==> config.mk <==
export PLATFORM = sky130hd
export DESIGN_NAME = rst_seq_gen_flat
export DESIGN_NICKNAME = d
export VERILOG_FILES = /design/src/rtl/rst_seq_gen_if.sv /design/src/rtl/rst_seq_gen.sv /design/src/flat_wrapper.sv
export SDC_FILE = /design/constraint.sdc
export NUM_CORES = 1
export LEC_CHECK = 0
export ABC_AREA = 1
export CORE_MARGIN = 4
export CORE_UTILIZATION = 47
export DETAILED_ROUTE_END_ITERATION = 6
export PLACE_DENSITY = 0.68
export SLEW_MARGIN = 20
export SYNTH_ARGS = -nofsm -noshare
export SYNTH_HDL_FRONTEND = slang
export SYNTH_SLANG_ARGS = --single-unit
==> constraint.sdc <==
create_clock -name i_clk -period 2.2 [get_ports i_clk]
set_input_delay 0.44 -clock i_clk [delete_from_list [all_inputs] [get_ports i_clk]]
set_output_delay 0.44 -clock i_clk [all_outputs]
set_load 0.01 [all_outputs]
==> src/rtl/rst_seq_gen_if.sv <==
// rtl/rst_seq_gen_if.sv - request/reset bundle between a reset controller and rst_seq_gen
//
// Purpose: groups the reset request inputs and the sequenced reset outputs
//          of rst_seq_gen so they can be passed as one port.
// Signals:
//   i_sw_req  software reset request (level)
//   i_wdt_req watchdog reset request (level)
//   i_hold    keep all resets asserted while high
//   o_rstn    sequenced active-low resets, bit 0 releases first
//   o_busy    high while any o_rstn bit is low
//   o_done    one-cycle pulse when the last stage releases
//   o_cause   last reset cause: 00 POR, 01 SW, 10 WDT, 11 HOLD
// Modports: master = request source / reset consumer, slave = sequencer.
interface rst_seq_gen_if #(
  parameter int NUM_RST = 4
) ();
  logic               i_sw_req;
  logic               i_wdt_req;
  logic               i_hold;
  logic [NUM_RST-1:0] o_rstn;
  logic               o_busy;
  logic               o_done;
  logic [1:0]         o_cause;

  modport master (
    output i_sw_req, i_wdt_req, i_hold,
    input  o_rstn, o_busy, o_done, o_cause
  );

  modport slave (
    input  i_sw_req, i_wdt_req, i_hold,
    output o_rstn, o_busy, o_done, o_cause
  );
endinterface

==> src/rtl/rst_seq_gen.sv <==
// rtl/rst_seq_gen.sv - staged reset sequencer driving per-domain reset synchronizers
//
// Purpose: asserts a bank of active-low resets together on power-on, software,
//          watchdog or hold requests, keeps them asserted for HOLD_CYC clean
//          cycles, then releases them one at a time (bit 0 first) GAP_CYC
//          cycles apart. Every output is a flop.
// Ports:
//   i_clk  system clock
//   i_rst  synchronous active-high reset
//   bus    rst_seq_gen_if.slave: i_sw_req, i_wdt_req, i_hold in;
//          o_rstn, o_busy, o_done, o_cause out
module rst_seq_gen #(
  parameter int NUM_RST  = 4,
  parameter int HOLD_CYC = 16,
  parameter int GAP_CYC  = 8
) (
  input  logic         i_clk,
  input  logic         i_rst,
  rst_seq_gen_if.slave bus
);

  localparam int HOLD_W = $clog2(HOLD_CYC + 1);
  localparam int GAP_W  = $clog2(GAP_CYC + 1);
  localparam int IDX_W  = $clog2(NUM_RST + 1);

  localparam logic [HOLD_W-1:0]  HOLD_LAST = HOLD_W'(HOLD_CYC - 1);
  localparam logic [HOLD_W-1:0]  HOLD_TERM = HOLD_W'(HOLD_CYC);
  localparam logic [GAP_W-1:0]   GAP_LAST  = GAP_W'(GAP_CYC - 1);
  localparam logic [IDX_W-1:0]   LAST_IDX  = IDX_W'(NUM_RST - 1);
  localparam logic [NUM_RST-1:0] RSTN_ONE  = NUM_RST'(1);

  typedef enum logic [1:0] {
    ST_ASSERT,
    ST_RELEASE,
    ST_RUN
  } state_t;

  state_t             r_state;
  logic [HOLD_W-1:0]  r_hold_cnt;
  logic [GAP_W-1:0]   r_gap_cnt;
  logic [IDX_W-1:0]   r_idx;
  logic [NUM_RST-1:0] r_rstn;
  logic               r_busy;
  logic               r_done;
  logic [1:0]         r_cause;

  logic       w_req_any;
  logic [1:0] w_abort_cause;

  assign w_req_any = bus.i_wdt_req | bus.i_sw_req | bus.i_hold;

  // Priority wdt > sw > hold; 11 only when hold is the sole source.
  assign w_abort_cause = bus.i_wdt_req ? 2'b10 :
                         bus.i_sw_req  ? 2'b01 : 2'b11;

  always_ff @(posedge i_clk) begin
    if (i_rst) begin
      r_state    <= ST_ASSERT;
      r_hold_cnt <= '0;
      r_gap_cnt  <= '0;
      r_idx      <= '0;
      r_rstn     <= '0;
      r_busy     <= 1'b1;
      r_done     <= 1'b0;
      r_cause    <= 2'b00;
    end else if (r_state != ST_ASSERT && w_req_any) begin
      // Abort from RELEASE/RUN: reassert everything on this same edge.
      r_state    <= ST_ASSERT;
      r_hold_cnt <= '0;
      r_gap_cnt  <= '0;
      r_idx      <= '0;
      r_rstn     <= '0;
      r_busy     <= 1'b1;
      r_done     <= 1'b0;
      r_cause    <= w_abort_cause;
    end else begin
      case (r_state)
        ST_ASSERT: begin
          r_rstn <= '0;
          r_busy <= 1'b1;
          r_done <= 1'b0;
          if (w_req_any) begin
            // Any request restarts the hold time; hold alone keeps the cause.
            r_hold_cnt <= '0;
            if (bus.i_wdt_req)     r_cause <= 2'b10;
            else if (bus.i_sw_req) r_cause <= 2'b01;
          end else if (r_hold_cnt == HOLD_LAST) begin
            r_hold_cnt <= HOLD_TERM;
            r_rstn     <= RSTN_ONE;
            r_gap_cnt  <= '0;
            r_idx      <= IDX_W'(1);
            if (NUM_RST == 1) begin
              r_state <= ST_RUN;
              r_busy  <= 1'b0;
              r_done  <= 1'b1;
            end else begin
              r_state <= ST_RELEASE;
            end
          end else if (r_hold_cnt != HOLD_TERM) begin
            r_hold_cnt <= r_hold_cnt + 1'b1;
          end
        end

        ST_RELEASE: begin
          if (r_gap_cnt == GAP_LAST) begin
            // Thermometer shift keeps release order strictly monotonic.
            r_rstn    <= (r_rstn << 1) | RSTN_ONE;
            r_idx     <= r_idx + 1'b1;
            r_gap_cnt <= '0;
            if (r_idx == LAST_IDX) begin
              r_state <= ST_RUN;
              r_busy  <= 1'b0;
              r_done  <= 1'b1;
            end
          end else begin
            r_gap_cnt <= r_gap_cnt + 1'b1;
          end
        end

        ST_RUN: begin
          r_rstn <= '1;
          r_busy <= 1'b0;
          r_done <= 1'b0;
        end

        default: begin
          r_state <= ST_ASSERT;
          r_rstn  <= '0;
          r_busy  <= 1'b1;
          r_done  <= 1'b0;
        end
      endcase
    end
  end

  assign bus.o_rstn  = r_rstn;
  assign bus.o_busy  = r_busy;
  assign bus.o_done  = r_done;
  assign bus.o_cause = r_cause;

endmodule

==> src/flat_wrapper.sv <==
// flat-port wrapper written by rule: the top's interface ports become plain ports
module rst_seq_gen_flat 
#(
  parameter int NUM_RST  = 4,
  parameter int HOLD_CYC = 16,
  parameter int GAP_CYC  = 8
)
  (i_clk, i_rst, bus_i_sw_req, bus_i_wdt_req, bus_i_hold, bus_o_rstn, bus_o_busy, bus_o_done, bus_o_cause);
  rst_seq_gen_if #(.NUM_RST(NUM_RST)) bus_i ();
  input  logic i_clk;
  input  logic i_rst;
  input wire logic [$bits(bus_i.i_sw_req)-1:0] bus_i_sw_req;
  input wire logic [$bits(bus_i.i_wdt_req)-1:0] bus_i_wdt_req;
  input wire logic [$bits(bus_i.i_hold)-1:0] bus_i_hold;
  output wire logic [$bits(bus_i.o_rstn)-1:0] bus_o_rstn;
  output wire logic [$bits(bus_i.o_busy)-1:0] bus_o_busy;
  output wire logic [$bits(bus_i.o_done)-1:0] bus_o_done;
  output wire logic [$bits(bus_i.o_cause)-1:0] bus_o_cause;
  assign bus_i.i_sw_req = bus_i_sw_req;
  assign bus_i.i_wdt_req = bus_i_wdt_req;
  assign bus_i.i_hold = bus_i_hold;
  assign bus_o_rstn = bus_i.o_rstn;
  assign bus_o_busy = bus_i.o_busy;
  assign bus_o_done = bus_i.o_done;
  assign bus_o_cause = bus_i.o_cause;
  rst_seq_gen #(.NUM_RST(NUM_RST), .HOLD_CYC(HOLD_CYC), .GAP_CYC(GAP_CYC)) u_core (.i_clk(i_clk), .i_rst(i_rst), .bus(bus_i));
endmodule
==> impl_results.md, run 1 <==
- Outcome: completed
- Count of synthesis-stage warnings from yosys: 0
- Number of diodes: 0
- Fraction of final layout cells sized beyond drive strength 1: 10.5%
- End point of the critical path: u_core.r_hold_cnt[1]
- Max Root-Sink Buffers: 2
- Number of clock sinks: 22
- CP Max Fanout: 5
- Combined area of all synthesized cells: 1260 µm²
- H-tree level count: 1
- Count of vias placed by the detailed router: 1110
- Layout Cells excl Fill: 220
- Top-level I/O count: 13
- Synthesis-to-finish area growth: 13.9%
- Horizontal die dimension: 59.7 µm
- FF-to-FF Start: u_core.r_hold_cnt[0]
- Number of buffers added by the clock tree synthesis step: 3
- CP arrival: 1.95 ns
- Slowest stage cell on the critical path: dfxtp_1
- Logic depth of the worst path, buffers included: 11
- Clock tree root buffer cell: clkbuf_4
- First-pass detailed-route iteration total: 4
- Count of hold-fix buffers inserted at cts: 0
- Post-CTS Setup Repair Bufs: 0
- Element type at the critical path end: flop
- Number of antenna violations at the first check in global routing: 0
- Die Y: 59.7 µm
- Worst-margin pin slew: 0.359 ns
- Worst-path cell chain: ha_1, nand2_1, nor2_1, ha_1, inv_1, nand3_1, inv_2, nand2_1, nand2_2, a21oi_1, nor2_1
- Remaining max-slew budget at the tightest pin: 76.0%
- Cts repair resizes: 0
- Total track usage: 16.9%
- Data required time of the critical path: 2.43 ns
- Highest clock frequency the design can meet: 579 MHz
- Antenna Violating Nets Remaining: 0
- Synthesized flop and latch total: 22
- Final critical-path required period: 1.73 ns
- Wire length of the first global-routing pass: 4710 µm
- Pwr dens: 536 nW/µm²
- Detail-routed net length per standard cell: 11.2 µm
- Pins over their slew limit: 0
- Gate count of the mapped netlist: 176
- Largest vdd supply drop: 0.348 mV
- Worst-Skew Late Latency: 0.32 ns
- CTS tree: yes
- Unrepaired setup endpoints after global routing: no
- Site Rows: 18
- Family with the most delay on the worst path: simple AND/OR/NAND/NOR gates
- Violation count after the first detailed-routing iteration: 22
- Quantity of I/O buffers inserted on ports: 12
- Leakage power: 0.000634 µW
- Via density: 5.05
- Routed wire length: 2470 µm
- Clock-pin slew of the registers on the worst-case setup and hold paths: 0.13 ns
- Clock Skews: 0.00175 ns
- Net count reported at finish: 206
- Startpoint type of the worst setup path: flop
- Flop-to-flop setup slack: 0.47 ns
- Synth Net Count: 191
- FF-to-FF path depth: 11
- Final Cycle Share: 78.6%
- Maximum number of pins on one net before global-route repair: 15
- Avg Inst Size Synth: 7.14 µm²
- Count of max-cap constraint violations: 0
- Effective utilization at floorplan: 49.8%
- Cell variety after synth: 25
- Remaining Overflow, GRT: 0
- Vias in the first global route: 1124
- Type of the worst setup path: reg -> reg
- Worst R2R End: u_core.r_hold_cnt[1]
- Number of remaining DRC errors: 0
- Placed Cells: 216
- Die Area: 3560 µm²
- Seq/Total Area, Yosys: 35.1%
- Crit path launch: u_core.r_hold_cnt[0]
- Final setup violation count: 0
- Final-report hold violation count: 0
- Hold WC Path Type: reg -> reg
- Core Area: 2520 µm²
- Buffers and inverters on the worst path: 2
- Delay of the slowest critical-path stage: 0.43 ns
- Placer congestion estimate: 0.804
- Setup TNS Final: 0 ns
- HPWL reported at the end of detailed placement: 1910 µm
cell usage after synthesis:
library cell  number  area (µm²)
a21oi_1           14        70.1
xor2_1             1        8.76
dfxtp_1           22         440
buf_6              1        11.3
nor3_1             4        20.0
nand2_4            2        22.5
nand2_1           32         120
inv_4              1        6.26
o21bai_1           1        7.51
buf_4              1        7.51
nand3_4            1        17.5
nor2_1            24        90.1
nand2_2            5        31.3
ha_1              10         125
o211ai_1           1        7.51
nand3_2            1        10.0
o21ai_0            4        20.0
o21ai_1            3        15.0
nor2_4             1        11.3
inv_2              3        11.3
inv_1             26        97.6
a21oi_2            2        17.5
o211a_1            1        10.0
nand4_1            2        12.5
nand3_1           13        65.1
worst min-delay path by stage:
stage          depth (start not counted)                start             endpoint  slack [ns]
4_1_cts                                2    u_core.bus.o_done    u_core.bus.o_done        0.45
3_3_place_gp                           2    u_core.bus.o_done    u_core.bus.o_done        0.43
5_1_grt                                2    u_core.bus.o_done    u_core.bus.o_done        0.49
6_report                               2    u_core.bus.o_done    u_core.bus.o_done        0.45
2_1_floorplan                          2  u_core.r_gap_cnt[3]  u_core.r_gap_cnt[3]        0.46
3_5_place_dp                           2    u_core.bus.o_done    u_core.bus.o_done        0.44
registers in the layout (all words and copies together) (netlist names):
register / cells
u_core.r_state: 2
u_core.bus.o_cause: 2
u_core.bus.o_done: 1
u_core.bus.o_rstn: 4
u_core.bus.o_busy: 1
u_core.r_gap_cnt: 4
u_core.r_hold_cnt: 5
u_core.r_idx: 3
per-stage QoR:
step | utilization [%] | hold WS, ns | setup WS, ns | power [µW] | area [µm²]
2_1_floorplan | - | 0.461 | 0.701 | 509 | 1260
3_3_place_gp | 55.3 | 0.430 | 0.442 | 540 | 1400
3_5_place_dp | 55.3 | 0.436 | 0.395 | 543 | 1400
4_1_cts | 56.7 | 0.454 | 0.483 | 771 | 1430
5_1_grt | 56.7 | 0.486 | 0.238 | 809 | 1430
6_report | 56.7 | 0.449 | 0.472 | 767 | 1430
layout by cell type, fill, tap and decap left out:
master           instances
a21oi_1                 14
a21oi_2                  2
clkbuf_4                 3
clkbuf_8                 1
clkdlybuf4s50_1         12
dfxtp_1                 22
ha_1                    10
inv_1                   26
inv_2                    3
inv_4                    1
nand2_1                 32
nand2_2                  5
nand2_4                  2
nand3_1                 13
nand3_2                  1
nand3_4                  1
nand4_1                  2
nor2_1                  24
nor2_4                   1
nor3_1                   4
o211a_1                  1
o211ai_1                 1
o21ai_0                  4
o21ai_1                  3
o21bai_1                 1
xor2_1                   1
report_power, final:
part / leakage [µW] / internal [µW] / switching (µW) / total, µW
Clock: 0.0000210 / 101 / 132 / 233
Combinational: 0.000435 / 44.5 / 66.1 / 111
Sequential: 0.000178 / 413 / 10.4 / 423
Total: 0.000634 / 559 / 208 / 767
worst reg2reg max path: cells and delay by family (launching register included):
kind | cells | cell delay (ns)
flip-flops | 1 | 0.43
AO/OA/AOI/OAI | 1 | 0.16
AND/OR/NAND/NOR | 6 | 0.53
adder cells (fa/ha/maj) | 2 | 0.39
buffers and inverters | 2 | 0.13
area by class of cell:
cell class | instances | area (µm²)
Clock buffer | 4 | 36.3
Fill cell | 253 | 1090
Inverter | 30 | 115
Multi-Input combinational cell | 122 | 682
Sequential cell | 22 | 440
Timing Repair Buffer | 12 | 120
Tap cell | 30 | 37.5
routing by layer:
metal	vias to the layer above	global-route usage, %	share of wire [%]
li1	586	-	-
met1	505	22.3	52
met2	14	27.5	44
met3	5	1.94	2.0
met4	0	7.59	2.1
met5	-	0	0
kinds of logic after synthesis:
| logic type | synth area share (%) |
|---|---|
| simple gates | 31.9 |
| buf+inv | 10.7 |
| compound gates | 11.8 |
| flops | 35.1 |
| fa+ha+maj | 9.96 |
| xor+xnor | 0.697 |
(Power assumes the default switching activity.)
==> run 2: changes to the inputs <==
==> constraint.sdc (replaced) <==
create_clock -name i_clk -period 1.7 [get_ports i_clk]
set_input_delay 0.34 -clock i_clk [delete_from_list [all_inputs] [get_ports i_clk]]
set_output_delay 0.34 -clock i_clk [all_outputs]
set_load 0.01 [all_outputs]
==> run 2 against run 1 <==
Compared with the run above: via count up 1.4%; setup slack got worse by 0.36 ns; flip-flop and latch count stayed put.
==> impl_results.md, run 2 (same netlist as run 1, synthesis figures left out) <==
- Type of the worst setup path: reg -> reg (unchanged)
- Number of remaining DRC errors: 0 (unchanged)
- HPWL reported at the end of detailed placement: 1930 µm (was 1910 µm)
- Pins over their slew limit: 0 (unchanged)
- Outcome: completed (unchanged)
- Total track usage: 16.0% (was 16.9%)
- Worst-path cell chain: ha_1, nand2_1, nor2_1, ha_2, inv_1, nand3_2, inv_2, nand2_1, nand2_2, o21ai_0, inv_1 (was ha_1, nand2_1, nor2_1, ha_1, inv_1, nand3_1, inv_2, nand2_1, nand2_2, a21oi_1, nor2_1)
- Top-level I/O count: 13 (unchanged)
- Remaining max-slew budget at the tightest pin: 86.2% (was 76.0%)
- Count of max-cap constraint violations: 0 (unchanged)
- Endpoint, Worst Hold: u_core.bus.o_done (unchanged)
- Count of vias placed by the detailed router: 1126 (was 1110)
- Element type at the critical path end: flop (unchanged)
- CP Max Fanout: 4 (was 5)
- Worst hold path cell count: 2 (unchanged)
- Clock Skews: 0.0108 ns (was 0.00175 ns)
- FF-to-FF Start: u_core.r_hold_cnt[0] (unchanged)
- Startpoint of the worst hold path: u_core.bus.o_done (unchanged)
- Hold WC Path Type: reg -> reg (unchanged)
- Max reg flops: 5 (unchanged)
- Antenna Violating Nets Remaining: 0 (unchanged)
- Number of antenna violations at the first check in global routing: 0 (unchanged)
- Remaining Overflow, GRT: 0 (unchanged)
- Pwr dens: 667 nW/µm² (was 536 nW/µm²)
- Site Rows: 18 (unchanged)
- Commonest non-fill, non-tap cell in the layout: nand2_1 (unchanged)
- FF-to-FF path depth: 11 (unchanged)
- Commonest cells after routing, fill and taps aside: nand2_1, inv_1, nor2_1 (unchanged)
- Net count reported at finish: 212 (was 206)
- Fraction of final layout cells sized beyond drive strength 1: 16.3% (was 10.5%)
- Synthesis-to-finish area growth: 18.9% (was 13.9%)
- Layout Cells excl Fill: 226 (was 220)
- Detail-routed net length per standard cell: 11.0 µm (was 11.2 µm)
- Leakage power: 0.000669 µW (was 0.000634 µW)
- Die Area: 3560 µm² (unchanged)
- Violation count after the first detailed-routing iteration: 17 (was 22)
- Worst R2R End: u_core.r_hold_cnt[4] (was u_core.r_hold_cnt[1])
- Data required time of the critical path: 1.92 ns (was 2.43 ns)
- Clock-pin slew of the registers on the worst-case setup and hold paths: 0.13 ns (about the same)
- Number of clock sinks: 22 (unchanged)
- H-tree level count: 1 (unchanged)
- Number of diodes: 0 (unchanged)
- Placed Cells: 222 (was 216)
- Die Y: 59.7 µm (unchanged)
- Setup TNS Final: 0 ns (unchanged)
- Routed wire length: 2480 µm (was 2470 µm)
- Horizontal die dimension: 59.7 µm (unchanged)
- Final setup violation count: 0 (unchanged)
- Final Cycle Share: 93.3% (was 78.6%)
- Post-CTS Setup Repair Bufs: 0 (unchanged)
- CTS tree: yes (unchanged)
- Final-report hold violation count: 0 (unchanged)
- Filler instances: 239 (was 253)
- Largest Register: u_core.r_hold_cnt (unchanged)
- Delay of the slowest critical-path stage: 0.35 ns (was 0.43 ns)
- Placer congestion estimate: 0.829 (was 0.804)
- Final critical-path required period: 1.59 ns (was 1.73 ns)
- Clock tree root buffer cell: clkbuf_4 (unchanged)
- End-of-flow core utilization: 59.2% (was 56.7%)
- Family with the most delay on the worst path: simple AND/OR/NAND/NOR gates (unchanged)
- Core Area: 2520 µm² (unchanged)
- Buffers and inverters on the worst path: 3 (was 2)
- Effective utilization at floorplan: 49.8% (unchanged)
- Startpoint type of the worst setup path: flop (unchanged)
- Wire length of the first global-routing pass: 4490 µm (was 4710 µm)
- Quantity of I/O buffers inserted on ports: 12 (unchanged)
- Worst-Skew Late Latency: 0.31 ns (was 0.32 ns)
- Flop-to-flop setup slack: 0.11 ns (was 0.47 ns)
- Highest clock frequency the design can meet: 631 MHz (was 579 MHz)
- Number of buffers added by the clock tree synthesis step: 3 (unchanged)
- Max Root-Sink Buffers: 2 (unchanged)
- First-pass detailed-route iteration total: 4 (unchanged)
- Maximum number of pins on one net before global-route repair: 15 (unchanged)
- Largest vdd supply drop: 0.595 mV (was 0.348 mV)
- Worst-margin pin slew: 0.207 ns (was 0.359 ns)
- Vias in the first global route: 1079 (was 1124)
- CP arrival: 1.81 ns (was 1.95 ns)
- Slowest stage cell on the critical path: dfxtp_2 (was dfxtp_1)
- Via density: 4.98 (was 5.05)
-- run 2: changes by cell type in the layout (fill, tap and decap cells not counted), sizes merged --
cell  delta
buf      +6
-- run 2: worst max-delay path by stage --
stage	from	to	slack (ns)	cells after the start
global route	u_core.r_hold_cnt[1]	u_core.r_hold_cnt[4]	-0.02	11
floorplan	u_core.r_hold_cnt[0]	u_core.r_hold_cnt[4]	0.20	11
finish	u_core.r_hold_cnt[0]	u_core.r_hold_cnt[4]	0.11	11
global placement	bus_i_sw_req	u_core.r_gap_cnt[1]	0.03	8
CTS	u_core.r_hold_cnt[0]	u_core.r_hold_cnt[4]	0.08	11
detailed placement	bus_i_sw_req	u_core.r_gap_cnt[1]	0.005	8
-- run 2: power by group --
part           internal, µW  switching [µW]  total [µW]  leakage, µW
registers               535            9.77         545     0.000179
clock network           131             163         294    0.0000210
logic                  65.3            92.5         158     0.000469
-- run 2: cell type report --
cell class                      count  area (µm²)  share of cell area (%)
Inverter                           30         115                    7.71
Tap cell                           30        37.5                    2.51
Clock buffer                        4        36.3                    2.43
Timing Repair Buffer               18         165                    11.1
Multi-Input combinational cell    122         697                    46.6
Sequential cell                    22         443                    29.6
-- run 2: timing repair --
| action | 4_1_cts | 5_1_grt |
|---|---|---|
| hold buffers | 0 | 0 |
| endpoints found under the setup margin | 0 | 9 |
| resized for setup | 0 | 6 |
-- run 2: through the flow --
stage / hold slack [ns] / total power, µW / instance area, µm² / setup slack (ns)
final: 0.461 / 996 / 1490 / 0.115
after global routing: 0.508 / 1040 / 1490 / -0.0199
after CTS: 0.466 / 1000 / 1480 / 0.0806
after detailed placement: 0.447 / 710 / 1440 / 0.00454
after global placement: 0.433 / 706 / 1440 / 0.0324
after floorplan: 0.412 / 658 / 1260 / 0.201
-- run 2: worst reg2reg max path, stage by stage, from the launching register on --
cell     delay, ns
dfxtp_2       0.35
ha_1          0.16
nand2_1       0.08
nor2_1        0.11
ha_2          0.20
inv_1         0.07
nand3_2       0.10
inv_2         0.04
nand2_1       0.08
nand2_2       0.09
o21ai_0       0.16
inv_1         0.05
-- run 2: routing by layer --
metal	routed length [µm]	global-route usage, %	part of all wire, %	vias to the layer above
met1	1210	21.9	49	510
met2	1210	26.1	49	11
met3	37	1.94	1.5	4
met5	0	0	0	-
li1	-	-	-	601
met4	26	4.75	1.0	0
==> run 3: changes to the inputs <==
--- a/config.mk
+++ b/config.mk
@@ -7,9 +7,9 @@
 export LEC_CHECK = 0
 export ABC_AREA = 1
 export CORE_MARGIN = 4
-export CORE_UTILIZATION = 47
+export CORE_UTILIZATION = 55
 export DETAILED_ROUTE_END_ITERATION = 6
-export PLACE_DENSITY = 0.68
+export PLACE_DENSITY = 0.78
 export SLEW_MARGIN = 20
 export SYNTH_ARGS = -nofsm -noshare
 export SYNTH_HDL_FRONTEND = slang
==> run 3 against run 2 <==
Compared with the run above: routed wire length up 3.7%; worst hold slack worse by 0.011 ns; largest cell class unchanged; highest routed layer unchanged; sequential share of layout area did not move; die area is 13% lower; global-route usage grew 2.3 points.
==> impl_results.md, run 3 (same netlist as run 1, synthesis figures left out) <==
- CP Max Fanout: 3 (was 4)
- Pint: 730 µW (was 731 µW)
- Number of diodes: 0 (unchanged)
- Remaining Overflow, GRT: 0 (unchanged)
- Number of antenna violations at the first check in global routing: 0 (unchanged)
- Slowest stage cell on the critical path: clkdlybuf4s50_1 (was dfxtp_2)
- Max Root-Sink Buffers: 2 (unchanged)
- CP arrival: 1.24 ns (was 1.81 ns)
- Highest clock frequency the design can meet: 635 MHz (was 631 MHz)
- Clock Skews: 0.00213 ns (was 0.0108 ns)
- Number of buffers added by the clock tree synthesis step: 3 (unchanged)
- Element type at the critical path end: output port (was flop)
- Pre-CTS setup slack: -0.0267 ns (was 0.00454 ns)
- Delay of the slowest critical-path stage: 0.55 ns (was 0.35 ns)
- Final critical-path required period: 1.58 ns (was 1.59 ns)
- Flop-to-flop setup slack: 0.15 ns (was 0.11 ns)
- Unrepaired setup endpoints after global routing: yes
- Count of max-cap constraint violations: 0 (unchanged)
- Clock-pin slew of the registers on the worst-case setup and hold paths: 0.12 ns (was 0.13 ns)
- Via density: 5.15 (was 4.98)
- Placed Cells: 219 (was 222)
- Routed wire length: 2570 µm (was 2480 µm)
- Commonest non-fill, non-tap cell in the layout: nand2_1 (unchanged)
- Die Area: 3110 µm² (was 3560 µm²)
- Startpoint type of the worst setup path: flop (unchanged)
- Max reg flops: 5 (unchanged)
- Pins over their slew limit: 0 (unchanged)
- Worst-Skew Late Latency: 0.31 ns (about the same)
- Net switching power of the design: 265 µW (was 266 µW)
- HPWL reported at the end of detailed placement: 1930 µm (about the same)
- Family with the most delay on the worst path: buffers and inverters (was simple AND/OR/NAND/NOR gates)
- Switching part of the total power: 26.7% (about the same)
- Relative contribution of the clock network to total power: 29.3% (was 29.5%)
- Leakage power: 0.000662 µW (was 0.000669 µW)
- Synthesis-to-finish area growth: 18.9% (unchanged)
- First-pass detailed-route iteration total: 4 (unchanged)
- FF-to-FF path depth: 11 (unchanged)
- Outcome: completed (unchanged)
- Remaining max-slew budget at the tightest pin: 86.4% (was 86.2%)
- Count of hold-fix buffers inserted at cts: 0 (unchanged)
- Detail-routed net length per standard cell: 11.5 µm (was 11.0 µm)
- Final Cycle Share: 92.7% (was 93.3%)
- Layout Cells excl Fill: 223 (was 226)
- Buffers and inverters on the worst path: 1 (was 3)
- Site Rows: 17 (was 18)
- Total track usage: 18.3% (was 16.0%)
- CTS tree: yes (unchanged)
- Antenna Violating Nets Remaining: 0 (unchanged)
- Effective utilization at floorplan: 57.3% (was 49.8%)
- Final setup violation count: 0 (unchanged)
- Quantity of I/O buffers inserted on ports: 12 (unchanged)
- Final-report hold violation count: 0 (unchanged)
- Wire length of the first global-routing pass: 4710 µm (was 4490 µm)
- Pwr dens: 666 nW/µm² (was 667 nW/µm²)
- Data required time of the critical path: 1.36 ns (was 1.92 ns)
- Largest Register: u_core.r_hold_cnt (unchanged)
- Fraction of final layout cells sized beyond drive strength 1: 17.9% (was 16.3%)
- Number of clock sinks: 22 (unchanged)
- Post-CTS Setup Repair Bufs: 0 (unchanged)
- Die Y: 55.8 µm (was 59.7 µm)
- Clock tree root buffer cell: clkbuf_4 (unchanged)
- H-tree level count: 1 (unchanged)
- Vias in the first global route: 1132 (was 1079)
- Net count reported at finish: 211 (was 212)
- Hold WC Path Type: reg -> reg (unchanged)
- Violation count after the first detailed-routing iteration: 32 (was 17)
- Horizontal die dimension: 55.8 µm (was 59.7 µm)
- Worst-path cell chain: clkdlybuf4s50_1 (was ha_1, nand2_1, nor2_1, ha_2, inv_1, nand3_2, inv_2, nand2_1, nand2_2, o21ai_0, inv_1)
- Comb pwr share: 15.8% (about the same)
- Number of remaining DRC errors: 0 (unchanged)
- Commonest cells after routing, fill and taps aside: nand2_1, inv_1, nor2_1 (unchanged)
- Sequential group share of total power: 54.9% (was 54.6%)
- Worst hold path cell count: 2 (unchanged)
- Type of the worst setup path: reg -> out (was reg -> reg)
- Largest vdd supply drop: 0.584 mV (was 0.595 mV)
- Worst hold slack after final layout: 0.451 ns (was 0.461 ns)
- End-of-flow core utilization: 68.2% (was 59.2%)
- Cts repair resizes: 0 (unchanged)
- Count of vias placed by the detailed router: 1148 (was 1126)
- Maximum number of pins on one net before global-route repair: 15 (unchanged)
- Logic depth of the worst path, buffers included: 1 (was 11)
- Worst-margin pin slew: 0.204 ns (was 0.207 ns)
- Worst setup margin: 0.124 ns (was 0.115 ns)
- Top-level I/O count: 13 (unchanged)
- Placer congestion estimate: 0.889 (was 0.829)
- Core Area: 2190 µm² (was 2520 µm²)
run 3: final timing paths:
kind,from,end
max,u_core.bus.o_rstn[1],bus_o_rstn[1]
min,u_core.bus.o_done,u_core.bus.o_done
max reg2reg,u_core.r_hold_cnt[0],u_core.r_hold_cnt[4]
min reg2reg,u_core.bus.o_done,u_core.bus.o_done
run 3: stage by stage:
step	instance area, µm²	total power (µW)	TNS (ns)
CTS	1470	998	0
global placement	1430	702	0
floorplan	1260	658	0
detailed placement	1430	708	-0.0267
finish	1490	996	0
global route	1490	1050	-0.0249
run 3: per-layer routing:
metal  up-vias  global-route usage, %  routed length [µm]
met5         -                      0                   0
met4         0                   5.56                  42
met3         5                   3.94                  60
met2        15                   31.3                1250
met1       527                   22.7                1220
li1        601                      -                   -
run 3: final cells by class:
type	instances	area [µm²]
clock buffer	4	36.3
fill	187	697
inverter	30	115
multi-input combinational	122	707
sequential	22	443
tap	28	35.0
timing repair buffer	17	158
run 3: power by group through the flow:
stage               Clock, µW  Combinational (µW)  Sequential [µW]
finish                    292                 157              546
global route              325                 180              549
CTS                       300                 152              546
detailed placement          0                 151              557
global placement            0                 146              556
floorplan                   0                98.2              560
